[config.mk]
export PLATFORM = sky130hd
export DESIGN_NAME = game_fsm_ctrl
export DESIGN_NICKNAME = d
export VERILOG_FILES = /design/src/rtl/game_fsm_ctrl.sv
export SDC_FILE = /design/constraint.sdc
export NUM_CORES = 1
export LEC_CHECK = 0
export BUFFER_PORTS_ARGS = -buffer_cell sky130_fd_sc_hd__clkbuf_2
export CAP_MARGIN = 5
export CELL_PAD_IN_SITES_DETAIL_PLACEMENT = 1
export CELL_PAD_IN_SITES_GLOBAL_PLACEMENT = 1
export CORE_MARGIN = 5
export CORE_UTILIZATION = 45
export CTS_BUF_LIST = sky130_fd_sc_hd__clkbuf_8
export DETAILED_ROUTE_END_ITERATION = 10
export PLACE_DENSITY = 0.81
export SETUP_SLACK_MARGIN = 0.3
export SYNTH_ARGS = -nofsm -noshare
export SYNTH_HDL_FRONTEND = slang
export SYNTH_SLANG_ARGS = --single-unit
[constraint.sdc]
create_clock -name clk -period 3.4 [get_ports clk]
set_input_delay 0.17 -clock clk [delete_from_list [all_inputs] [get_ports clk]]
set_output_delay 0.17 -clock clk [all_outputs]
set_load 0.05 [all_outputs]
[src/rtl/game_fsm_ctrl.sv]
// Pong-style game sequencer: menu, serve countdown, play, optional pause, game over.
// Optional pause feature is enabled by defining GAME_PAUSE_EN.
module game_fsm_ctrl #(
    parameter int WIN_SCORE   = 5,
    parameter int SCORE_W     = 4,
    parameter int SERVE_TICKS = 60
) (
    input  logic               clk,
    input  logic               rst,
    input  logic               timing_tick,
    input  logic               start_btn,
    input  logic               back_btn,
    input  logic               pause_btn,
    input  logic               point_p1,
    input  logic               point_p2,
    output logic [2:0]         state,
    output logic               still_graphic,
    output logic               serve_pulse,
    output logic               serve_dir,
    output logic [SCORE_W-1:0] player1_score,
    output logic [SCORE_W-1:0] player2_score,
    output logic [1:0]         winner
);

    // state     | meaning
    // MENU      | idle, scores from the last game still shown
    // SERVE     | ball frozen, counting timing_tick before launch
    // PLAY      | ball live, point strobes accepted
    // PAUSE     | frozen mid-rally (only with GAME_PAUSE_EN)
    // GAME_OVER | winner latched, waiting for back_btn
    localparam logic [2:0] ST_MENU  = 3'd0;
    localparam logic [2:0] ST_SERVE = 3'd1;
    localparam logic [2:0] ST_PLAY  = 3'd2;
    localparam logic [2:0] ST_PAUSE = 3'd3;
    localparam logic [2:0] ST_OVER  = 3'd4;

    localparam int TICK_W = 10;
    localparam logic [TICK_W-1:0]  TICK_LAST = TICK_W'(SERVE_TICKS - 1);
    localparam logic [SCORE_W-1:0] WIN_VAL   = SCORE_W'(WIN_SCORE);

    logic [2:0]         state_q, state_d;
    logic [SCORE_W-1:0] p1_q, p1_d, p2_q, p2_d;
    logic [1:0]         winner_q, winner_d;
    logic               dir_q, dir_d;
    logic               still_q, still_d;
    logic [TICK_W-1:0]  tick_q, tick_d;
    logic               start_btn_q, back_btn_q;
    logic               start_edge, back_edge;
    logic [SCORE_W-1:0] p1_inc, p2_inc;

    assign start_edge = start_btn & ~start_btn_q;
    assign back_edge  = back_btn & ~back_btn_q;
    assign p1_inc     = p1_q + 1'b1;
    assign p2_inc     = p2_q + 1'b1;

`ifdef GAME_PAUSE_EN
    logic pause_btn_q;
    logic pause_edge;
    assign pause_edge = pause_btn & ~pause_btn_q;

    always_ff @(posedge clk) begin
        if (rst) pause_btn_q <= 1'b1;
        else     pause_btn_q <= pause_btn;
    end
`else
    logic unused_pause;
    assign unused_pause = pause_btn;
`endif

    always_comb begin
        state_d     = state_q;
        p1_d        = p1_q;
        p2_d        = p2_q;
        winner_d    = winner_q;
        dir_d       = dir_q;
        tick_d      = tick_q;
        serve_pulse = 1'b0;

        case (state_q)
            ST_MENU: begin
                if (start_edge) begin
                    state_d  = ST_SERVE;
                    p1_d     = '0;
                    p2_d     = '0;
                    winner_d = 2'b00;
                    dir_d    = 1'b1;
                    tick_d   = '0;
                end
            end
            ST_SERVE: begin
                if (back_edge) begin
                    state_d = ST_MENU;
                    tick_d  = '0;
                end else if (timing_tick) begin
                    if (tick_q == TICK_LAST) begin
                        state_d     = ST_PLAY;
                        tick_d      = '0;
                        serve_pulse = 1'b1;
                    end else begin
                        tick_d = tick_q + 1'b1;
                    end
                end
            end
            ST_PLAY: begin
                if (back_edge) begin
                    state_d = ST_MENU;
`ifdef GAME_PAUSE_EN
                end else if (pause_edge) begin
                    state_d = ST_PAUSE;
`endif
                end else if (point_p1 && point_p2) begin
                    state_d = ST_SERVE;
                    tick_d  = '0;
                end else if (point_p1) begin
                    p1_d = p1_inc;
                    if (p1_inc == WIN_VAL) begin
                        state_d  = ST_OVER;
                        winner_d = 2'b01;
                    end else begin
                        state_d = ST_SERVE;
                        dir_d   = 1'b0;
                        tick_d  = '0;
                    end
                end else if (point_p2) begin
                    p2_d = p2_inc;
                    if (p2_inc == WIN_VAL) begin
                        state_d  = ST_OVER;
                        winner_d = 2'b10;
                    end else begin
                        state_d = ST_SERVE;
                        dir_d   = 1'b1;
                        tick_d  = '0;
                    end
                end
            end
            ST_PAUSE: begin
`ifdef GAME_PAUSE_EN
                if (back_edge)       state_d = ST_MENU;
                else if (pause_edge) state_d = ST_PLAY;
`else
                state_d = ST_MENU;
                tick_d  = '0;
`endif
            end
            ST_OVER: begin
                if (back_edge) state_d = ST_MENU;
            end
            default: begin
                state_d = ST_MENU;
                tick_d  = '0;
            end
        endcase

        still_d = (state_d != ST_PLAY);

        // Reset must also suppress the unregistered launch strobe.
        if (rst) serve_pulse = 1'b0;
    end

    always_ff @(posedge clk) begin
        if (rst) begin
            state_q     <= ST_MENU;
            p1_q        <= '0;
            p2_q        <= '0;
            winner_q    <= 2'b00;
            dir_q       <= 1'b1;
            still_q     <= 1'b1;
            tick_q      <= '0;
            start_btn_q <= 1'b1;
            back_btn_q  <= 1'b1;
        end else begin
            state_q     <= state_d;
            p1_q        <= p1_d;
            p2_q        <= p2_d;
            winner_q    <= winner_d;
            dir_q       <= dir_d;
            still_q     <= still_d;
            tick_q      <= tick_d;
            start_btn_q <= start_btn;
            back_btn_q  <= back_btn;
        end
    end

    assign state         = state_q;
    assign still_graphic = still_q;
    assign serve_dir     = dir_q;
    assign player1_score = p1_q;
    assign player2_score = p2_q;
    assign winner        = winner_q;

endmodule
==> impl_metrics.yaml, run 1 <==
logic_synthesis:
  synth_sequential_area_ratio_pct: 33.2
  synth_async_sr_flop_share_pct: 0
  post_synth_inst_count: 200
  synth_top_cells_by_area: "dfxtp_1 (33%), a21oi_1 (6.5%), nand2_1 (4.2%)"
  ys_seq_elements: 27
  postSynth.topFlopCell: "dfxtp_1"
  synth-edff-count: 0
  ys_types: 53
  synth_fp_nets: 213
  yosys_warnings: 0
  syn-mean-instance-area_um2: 8.13
  synthDominantCellAreaShare_pct: 33.2
  synthesis.area_um2: 1630
  synthDominantAreaCellType: "dfxtp_1"
die:
  coreArea_um2: 3420
  io_pins: 24
  die_area_um2: 4920
  die_y_um: 70.1
  row_count: 21
  initial_core_util_pct: 47.6
  fp.dieW_um: 70.1
worst_setup_path:
  critical-path-slowest-cell: "or4_1"
  rr_worst_depth: 6
  worstPathRequired_ns: 3.23
  setup.worst_path.end_class: "output port"
  crit_arrival_ns: 2.43
  critical_path_cell_count: 7
  crit_chain: "ha_1, nand4_1, or4_1, nor3_2, nand2_1, nor3_1, clkbuf_2"
  worst-path-buf-inv: 1
  slowest_delay_ns: 0.42
  setup.worst_path.class: "flop to output port"
  worst_setup_path_start_kind: "flop"
  path_delay_family: "simple AND/OR/NAND/NOR gates"
  crit_fanout: 5
timing:
  grt_setup_unrepaired: "no"
  fin_crit_ns: 2.60
  headroom_to_the_max_slew_limit_pct: 60.0
  setup_viol: 0
  tightestPinTransition_ns: 0.601
  slew_violations: 0
  fin_ws_ns: 0.795
  post-route-period-util_pct: 76.6
  max_freq_mhz: 384
  hold_viol: 0
  fin_setup_tns_ns: 0
  clock-skew-final_ns: 0.00547
clocking:
  cts_hold_repair.buffers: 0
  clock_tree.root_cell: "clkbuf_8"
  h_tree_levels: 1
  post_cts.resized_instances: 0
  worst_skew_pair.late_latency_ns: 0.28
  clock_tree.buffer_depth: 2
  tritoncts: "built"
  clock-sinks: 27
  cts_inserted_buffers: 3
  cts_post_setup_buffers_inserted: 0
  clock_pin_slew_on_the_worst_setup_and_hold_paths_ns: 0.09
run:
  maximum_capacitance_violations: 0
global_route:
  grt_start_max_net_pins: 32
  grt_antenna_before_repair: 0
  grt_first_pass_wirelength_um: 7280
  grt_total_ovfl: 0
  groute.usage.overall_pct: 17.7
  first_global_vias: 1563
drt:
  number_of_drc_markers_after_the_initial_detailed_route_iteration: 105
  detail_route.drc_violations: 0
  dr.pass1.iters: 4
  post_detailed_route_wirelength_per_cell_um: 15.3
  detailroute.via_count: 1544
  finalWirelength_um: 4050
  avgViaCountPerCell: 5.83
  antenna_violating_nets_post_route: 0
power_and_ir_drop:
  static-leakage-power_nw: 0.632
  power.density_nw_per_um2: 307
  power_after_layout_uw: 552
  power.ir.vdd_worst_mv: 0.167
outcome:
  status: "finished clean"
placed_design:
  dp_slack_ns: 1.10
  place_hpwl_um: 3060
  io_buffer_count: 22
  globalplace.congestion: 0.877
cells_and_area:
  num-fill-cells: 433
  sequential_cell_area_um2: 541
  synthToLayoutAreaGrowth_pct: 10.5
  net_count_final: 233
  final_layout_size_suffix_gt1_share_pct: 20.1
  layout.cells.most_common_list: "dfxtp_1 (27), clkbuf_2 (22), a21oi_1 (21), nand2_1 (18), nor2_1 (13)"
  antenna-diode-count: 0
  most_common_cell_after_layout_fill_and_taps_aside: "dfxtp_1"
  area_of_the_multi_input_gates_um2: 1000
hold_path:
  hp_class: "input port to flop"
  worst_hold_stages: 2
cell families (layout without fill, tap and decap cells):
group                      Yosys count  after routing  share of synthesized area [%]
and+or+nand+nor                     81             81                           28.5
buffers and inverters               19             38                           5.31
muxes                                3              3                           2.15
adders and majority gates            5              5                           3.85
DFF                                 27             27                           33.2
AOI/OAI and AO/OA                   65             65                           26.9
state kept, by name, indices dropped and copies added (netlist names):
register       count
tick_q            10
player1_score      4
player2_score      4
state              3
winner             2
back_btn_q         1
serve_dir          1
start_btn_q        1
still_graphic      1
worst paths after layout:
path	start	end	slack [ns]
max reg2reg	state[1]$_SDFF_PP0_	tick_q[3]$_SDFFE_PP0P_	1.28
max	tick_q[0]$_SDFFE_PP0P_	serve_pulse	0.80
min	back_btn	back_btn_q$_SDFF_PP1_	0.08
min reg2reg	winner[1]$_SDFFE_PP0P_	winner[1]$_SDFFE_PP0P_	0.47
Yosys cell counts, drive strengths merged, types with 2 or more instances:
| cell type | number |
|---|---|
| o21bai | 2 |
| o21ai | 15 |
| or3 | 6 |
| nand2 | 18 |
| or2 | 2 |
| mux2i | 2 |
| a211oi | 2 |
| nor3 | 9 |
| clkbuf | 5 |
| a41oi | 2 |
| ha | 5 |
| a22oi | 2 |
| nand3b | 2 |
| nor4 | 3 |
| dfxtp | 27 |
| a21boi | 2 |
| a311oi | 6 |
| or4 | 5 |
| nor2 | 14 |
| nand2b | 7 |
| buf | 2 |
| inv | 12 |
| and3 | 3 |
| a21oi | 21 |
| nand3 | 8 |
| o2111ai | 2 |
layer usage:
metal	wire (µm)	GRT usage, %	vias up
met1	1940	22.9	738
met2	1970	30.4	17
met5	0	0	-
met3	101	2.30	5
li1	-	-	784
met4	45	5.11	0
power by group:
group / internal (mW) / switching, mW / total [mW]
logic: 0.0157 / 0.0317 / 0.0473
registers: 0.318 / 0.00230 / 0.320
clock network: 0.0812 / 0.103 / 0.184
total: 0.415 / 0.137 / 0.552
final cells by class:
cell class / instances / share of cell area, %
Clock inverter: 1 / 0.209
Inverter: 12 / 2.51
Clock buffer: 3 / 2.30
Sequential cell: 27 / 30.1
Multi-Input combinational cell: 154 / 55.6
Tap cell: 46 / 3.20
Timing Repair Buffer: 22 / 6.12
worst register-to-register path, stage by stage (launching register included):
cell,delay (ns)
dfxtp_1,0.46
or3b_4,0.48
o21ai_1,0.13
nand3_1,0.22
nor3_4,0.33
a41oi_1,0.16
a311oi_1,0.25
per-stage QoR:
step / instances / cell area [µm²] / util (%) / hold slack (ns)
after global routing: 265 / 1800 / 52.6 / 0.0824
after detailed placement: 261 / 1750 / 51.3 / 0.379
after floorplan: 200 / 1630 / - / 0.277
after global placement: 261 / 1750 / 51.3 / 0.368
final: 265 / 1800 / 52.6 / 0.0830
after CTS: 265 / 1800 / 52.6 / 0.0819
(Power assumes the default switching activity.)
==> run 2: changes to the inputs <==
ABC_AREA = 1   (was default)
CORE_UTILIZATION = 41   (was 45)
PLACE_DENSITY = 0.78   (was 0.81)
clock period = 2.43 ns   (was 3.4 ns; I/O delays follow)
==> impl_metrics.yaml, run 2 <==
drt:
  antenna_violating_nets_post_route: 0
  number_of_drc_markers_after_the_initial_detailed_route_iteration: 63
  detailroute.via_count: 1869
  detail_route.drc_violations: 0
  post_detailed_route_wirelength_per_cell_um: 13.0
  avgViaCountPerCell: 5.13
  finalWirelength_um: 4720
  dr.pass1.iters: 4
cells_and_area:
  final_layout_size_suffix_gt1_share_pct: 14.7
  most_common_cell_after_layout_fill_and_taps_aside: "nand2_1"
  register_ranked_first_by_flip_flop_count: "tick_q"
  antenna-diode-count: 0
  layout.cells.most_common_list: "nand2_1 (83), inv_1 (39), nor2_1 (38), nand3_1 (29), dfxtp_1 (27)"
  net_count_final: 326
  synthToLayoutAreaGrowth_pct: 11.3
  layoutNonFillerInstCount: 364
  largest_register_ff_count: 10
  final_area_um2: 1990
worst_setup_path:
  worstPathRequired_ns: 2.31
  r2r-end: "tick_q[1]$_SDFFE_PP0P_"
  worst-r2r-setup-slack_ns: 0.64
  rr_worst_depth: 10
  setup.worst_path.end_class: "output port"
  crit_arrival_ns: 1.85
  worstSetupStartpoint: "tick_q[0]$_SDFFE_PP0P_"
  endpoint: "serve_pulse"
  rr_startpoint: "player2_score[0]$_SDFFE_PP0P_"
  setup.worst_path.class: "flop to output port"
  worst_setup_path_start_kind: "flop"
  crit_fanout: 7
global_route:
  groute.usage.overall_pct: 17.4
  grt_total_ovfl: 0
  grt_antenna_before_repair: 0
  grt_start_max_net_pins: 21
  grt_first_pass_wirelength_um: 8600
  first_global_vias: 1927
logic_synthesis:
  synth_top_cells_by_area: "dfxtp_1 (30%), nand2_1 (17%), nand3_1 (8.4%)"
  synth_async_sr_flop_share_pct: 0
  synth_sequential_area_ratio_pct: 30.2
  postSynth.topFlopCell: "dfxtp_1"
  synth-edff-count: 0
  ys_types: 25
  synthesis.area_um2: 1790
  ys_top_cells_by_count: "nand2_1 (83), inv_1 (39), nor2_1 (38)"
  yosysMostFrequentCell: "nand2_1"
  synth_fp_nets: 304
  yosys_warnings: 0
  synthDominantCellAreaShare_pct: 30.2
  post_synth_inst_count: 291
  syn-mean-instance-area_um2: 6.14
  synthDominantAreaCellType: "dfxtp_1"
  ys_seq_elements: 27
timing:
  setup_viol: 0
  grt_setup_unrepaired: "no"
  max_freq_mhz: 508
  slew_violations: 0
  clock-skew-final_ns: 0.00567
  fin_crit_ns: 1.97
  hold_slack_ns: 0.0655
  headroom_to_the_max_slew_limit_pct: 67.8
  fin_setup_tns_ns: 0
  tightestPinTransition_ns: 0.482
  post-route-period-util_pct: 81.0
  hold_viol: 0
hold_path:
  hold_path_startpoint: "start_btn"
  hp_class: "input port to flop"
die:
  die_area_um2: 5780
  io_pins: 24
  coreArea_um2: 4290
  die_y_um: 76.0
  row_count: 24
  fp.dieW_um: 76.0
  initial_core_util_pct: 41.6
clocking:
  clock-sinks: 27
  clock_pin_slew_on_the_worst_setup_and_hold_paths_ns: 0.09
  clock_tree.buffer_depth: 2
  cts_hold_repair.buffers: 0
  tritoncts: "built"
  clock_tree.root_cell: "clkbuf_8"
  worst_skew_pair.late_latency_ns: 0.27
  h_tree_levels: 1
  cts_inserted_buffers: 3
  cts_post_setup_buffers_inserted: 0
power_and_ir_drop:
  power.density_nw_per_um2: 447
  power.ir.vdd_worst_mv: 0.219
  static-leakage-power_nw: 0.876
placed_design:
  place_hpwl_um: 3630
  place_area_um2: 1940
  cell_count_after_placement: 360
  globalplace.congestion: 0.810
  io_buffer_count: 22
run:
  maximum_capacitance_violations: 0
outcome:
  status: "finished clean"
[run 2: changes by cell type after synthesis, sizes merged, moves of 7 or more]
cell,previous run,this run
nand2,18,90
inv,12,42
nor2,14,43
nand3,8,31
nand4,1,11
nor3,9,0
nand2b,7,0
[run 2: critical path: stages, from the launching register on]
cell	delay [ns]
dfxtp_1	0.40
ha_1	0.25
nand2_1	0.08
nor2_1	0.11
nand3_2	0.18
nand3b_1	0.22
nor2_1	0.12
buf_4	0.22
[run 2: stage by stage]
stage / util (%) / total power [mW] / setup WS, ns
2_1_floorplan: - / 0.599 / 0.400
3_3_place_gp: 45.1 / 0.640 / 0.614
3_5_place_dp: 45.1 / 0.643 / 0.602
4_1_cts: 46.2 / 0.906 / 0.337
5_1_grt: 46.4 / 0.964 / 0.288
6_report: 46.4 / 0.889 / 0.461
[run 2: cell type report]
| class | instances | area (µm²) |
|---|---|---|
| Clock buffer | 3 | 41.3 |
| Clock inverter | 1 | 5.00 |
| Fill cell | 605 | 2300 |
| Inverter | 42 | 158 |
| Multi-Input combinational cell | 216 | 1060 |
| Sequential cell | 27 | 541 |
| Tap cell | 52 | 65.1 |
| Timing Repair Buffer | 23 | 120 |
[run 2: how the worst min path moves through the flow]
stage / endpoint / slack, ns / cells after the start
after floorplan: back_btn_q$_SDFF_PP1_ / 0.22 / 2
after global placement: start_btn_q$_SDFF_PP1_ / 0.35 / 2
after detailed placement: start_btn_q$_SDFF_PP1_ / 0.35 / 2
after CTS: start_btn_q$_SDFF_PP1_ / 0.06 / 2
after global routing: start_btn_q$_SDFF_PP1_ / 0.05 / 2
final: start_btn_q$_SDFF_PP1_ / 0.07 / 2
[run 2: kinds of logic (layout without fill, tap and decap cells)]
logic type,count (synthesis),count (layout),share of synthesized area (%)
simple gates,178,178,45.6
buf+inv,48,69,10.7
compound gates,32,32,9.52
flops,27,27,30.2
fa+ha+maj,5,5,3.50
xor+xnor,1,1,0.490
[run 2: per-layer routing]
| layer | GRT usage [%] | up-vias | part of all wire (%) |
|---|---|---|---|
| met5 | 0 | - | 0 |
| met4 | 3.20 | 0 | 0.57 |
| met3 | 2.72 | 2 | 1.7 |
| met2 | 30.6 | 17 | 49 |
| met1 | 22.4 | 885 | 48 |
| li1 | - | 965 | - |
[run 2: power breakdown]
part	switching [mW]	internal [mW]	leakage, nW	total [mW]
sequential	0.0106	0.454	0.219	0.465
combinational	0.122	0.0429	0.631	0.165
clock	0.144	0.115	0.0255	0.259
[run 2: timing repair]
action | CTS | global route
endpoints found under the hold margin | 0 | 0
resized for setup | 1 | 2
pin swaps | 0 | 0
setup endpoints to repair | 1 | 1
==> run 3: changes to the inputs <==
CORE_UTILIZATION = 37   (was 41)
PLACE_DENSITY = 0.75   (was 0.78)
clock period = 1.8 ns   (was 2.43 ns; I/O delays follow)
==> impl_metrics.yaml, run 3 (synthesized netlist as in run 2, its figures left out) <==
outcome:
  status: "finished clean"
cells_and_area:
  final_core_util_pct: 57.6
  register_ranked_first_by_flip_flop_count: "tick_q"
  sequential_cell_area_um2: 581
  largest_register_ff_count: 10
  most_common_cell_after_layout_fill_and_taps_aside: "nand2_1"
  antenna-diode-count: 0
  num-fill-cells: 608
  area_of_the_multi_input_gates_um2: 1430
  layoutNonFillerInstCount: 403
  net_count_final: 363
  synthToLayoutAreaGrowth_pct: 51.1
  layout.cells.most_common_list: "nand2_1 (55), inv_1 (33), buf_4 (31), nor2_1 (25), nand2_2 (24)"
  final_layout_size_suffix_gt1_share_pct: 49.3
global_route:
  grt_total_ovfl: 0
  grt_antenna_before_repair: 0
  grt_start_max_net_pins: 15
  grt_first_pass_wirelength_um: 9810
  groute.usage.overall_pct: 19.3
  first_global_vias: 2085
worst_setup_path:
  worstPathRequired_ns: 1.71
  setup.worst_path.class: "flop to output port"
  worst_setup_path_start_kind: "flop"
  setup.worst_path.end_class: "output port"
  crit_fanout: 3
  crit_arrival_ns: 1.57
drt:
  detailroute.via_count: 2148
  detail_route.drc_violations: 0
  number_of_drc_markers_after_the_initial_detailed_route_iteration: 133
  avgViaCountPerCell: 5.33
  finalWirelength_um: 7210
  dr.pass1.iters: 4
  post_detailed_route_wirelength_per_cell_um: 17.9
  antenna_violating_nets_post_route: 0
die:
  die_y_um: 79.5
  fp.dieW_um: 79.5
  initial_core_util_pct: 38.1
  coreArea_um2: 4690
  row_count: 25
  die_area_um2: 6320
  io_pins: 24
power_and_ir_drop:
  static-leakage-power_nw: 1.13
  power.ir.vdd_worst_mv: 0.356
  power.density_nw_per_um2: 501
timing:
  slew_violations: 0
  fin_crit_ns: 1.66
  post-route-period-util_pct: 92.5
  clock-skew-final_ns: 0.00481
  fin_ws_ns: 0.136
  hold_viol: 0
  max_freq_mhz: 601
  setup_viol: 0
  grt_setup_unrepaired: "yes"
  hold_slack_ns: 0.0214
  tightestPinTransition_ns: 0.438
  fin_setup_tns_ns: 0
  headroom_to_the_max_slew_limit_pct: 70.7
clocking:
  tritoncts: "built"
  h_tree_levels: 1
  clock_tree.root_cell: "clkbuf_8"
  cts_inserted_buffers: 3
  clock_tree.buffer_depth: 2
  clock-sinks: 27
  clock_pin_slew_on_the_worst_setup_and_hold_paths_ns: 0.10
  worst_skew_pair.late_latency_ns: 0.29
placed_design:
  dp_slack_ns: 0.165
  globalplace.congestion: 0.802
  place_hpwl_um: 3800
  io_buffer_count: 22
  cell_count_after_placement: 366
run:
  maximum_capacitance_violations: 0
hold_path:
  hp_class: "input port to flop"
run 3: final timing paths:
kind / slack, ns / to / start / cells past startpoint
worst max-delay path: 0.14 / serve_pulse / tick_q[1]$_SDFFE_PP0P_ / 7
worst min-delay path: 0.02 / back_btn_q$_SDFF_PP1_ / back_btn / 3
worst max register to register: 0.16 / tick_q[3]$_SDFFE_PP0P_ / state[2]$_SDFF_PP0_ / 9
worst min register to register: 0.48 / winner[1]$_SDFFE_PP0P_ / winner[1]$_SDFFE_PP0P_ / 2
run 3: power breakdown:
group / switching [mW] / internal (mW)
Combinational: 0.237 / 0.116
Clock: 0.220 / 0.154
Sequential: 0.0186 / 0.607
run 3: cell type report:
cell class,instances,area share (%)
tap,54,2.50
sequential,27,21.5
multi-input combinational,217,52.8
inverter,42,6.02
timing repair buffer,59,15.6
clock buffer,3,1.53
clock inverter,1,0.139
run 3: timing repair:
action,in CTS,in global routing
gates cloned,2,0
buffers inserted,14,17
gates resized for setup,35,86
hold buffers,0,0
pin swaps,15,34
setup endpoints to repair,24,26
endpoints found under the hold margin,0,0
run 3: metal layers:
metal,global-route usage (%),share of wire [%],vias up
met4,4.81,2.7,0
met3,2.37,2.3,17
met1,24.1,39,1043
met5,0,0,-
li1,-,-,1042
met2,34.6,56,46
run 3: critical path: stages, from the launching register on:
cell and delay, ns:
dfxtp_2 0.37, ha_4 0.15, nand2_2 0.05, nor2_2 0.11, nand3_2 0.09, nand3b_1 0.23, nor2_4 0.14, buf_8 0.15
run 3: through the flow:
| stage | area (µm²) | power (mW) |
|---|---|---|
| detailed placement | 2010 | 0.875 |
| floorplan | 1830 | 0.806 |
| finish | 2700 | 1.35 |
| global placement | 2010 | 0.869 |
| global route | 2700 | 1.42 |
| CTS | 2290 | 1.28 |
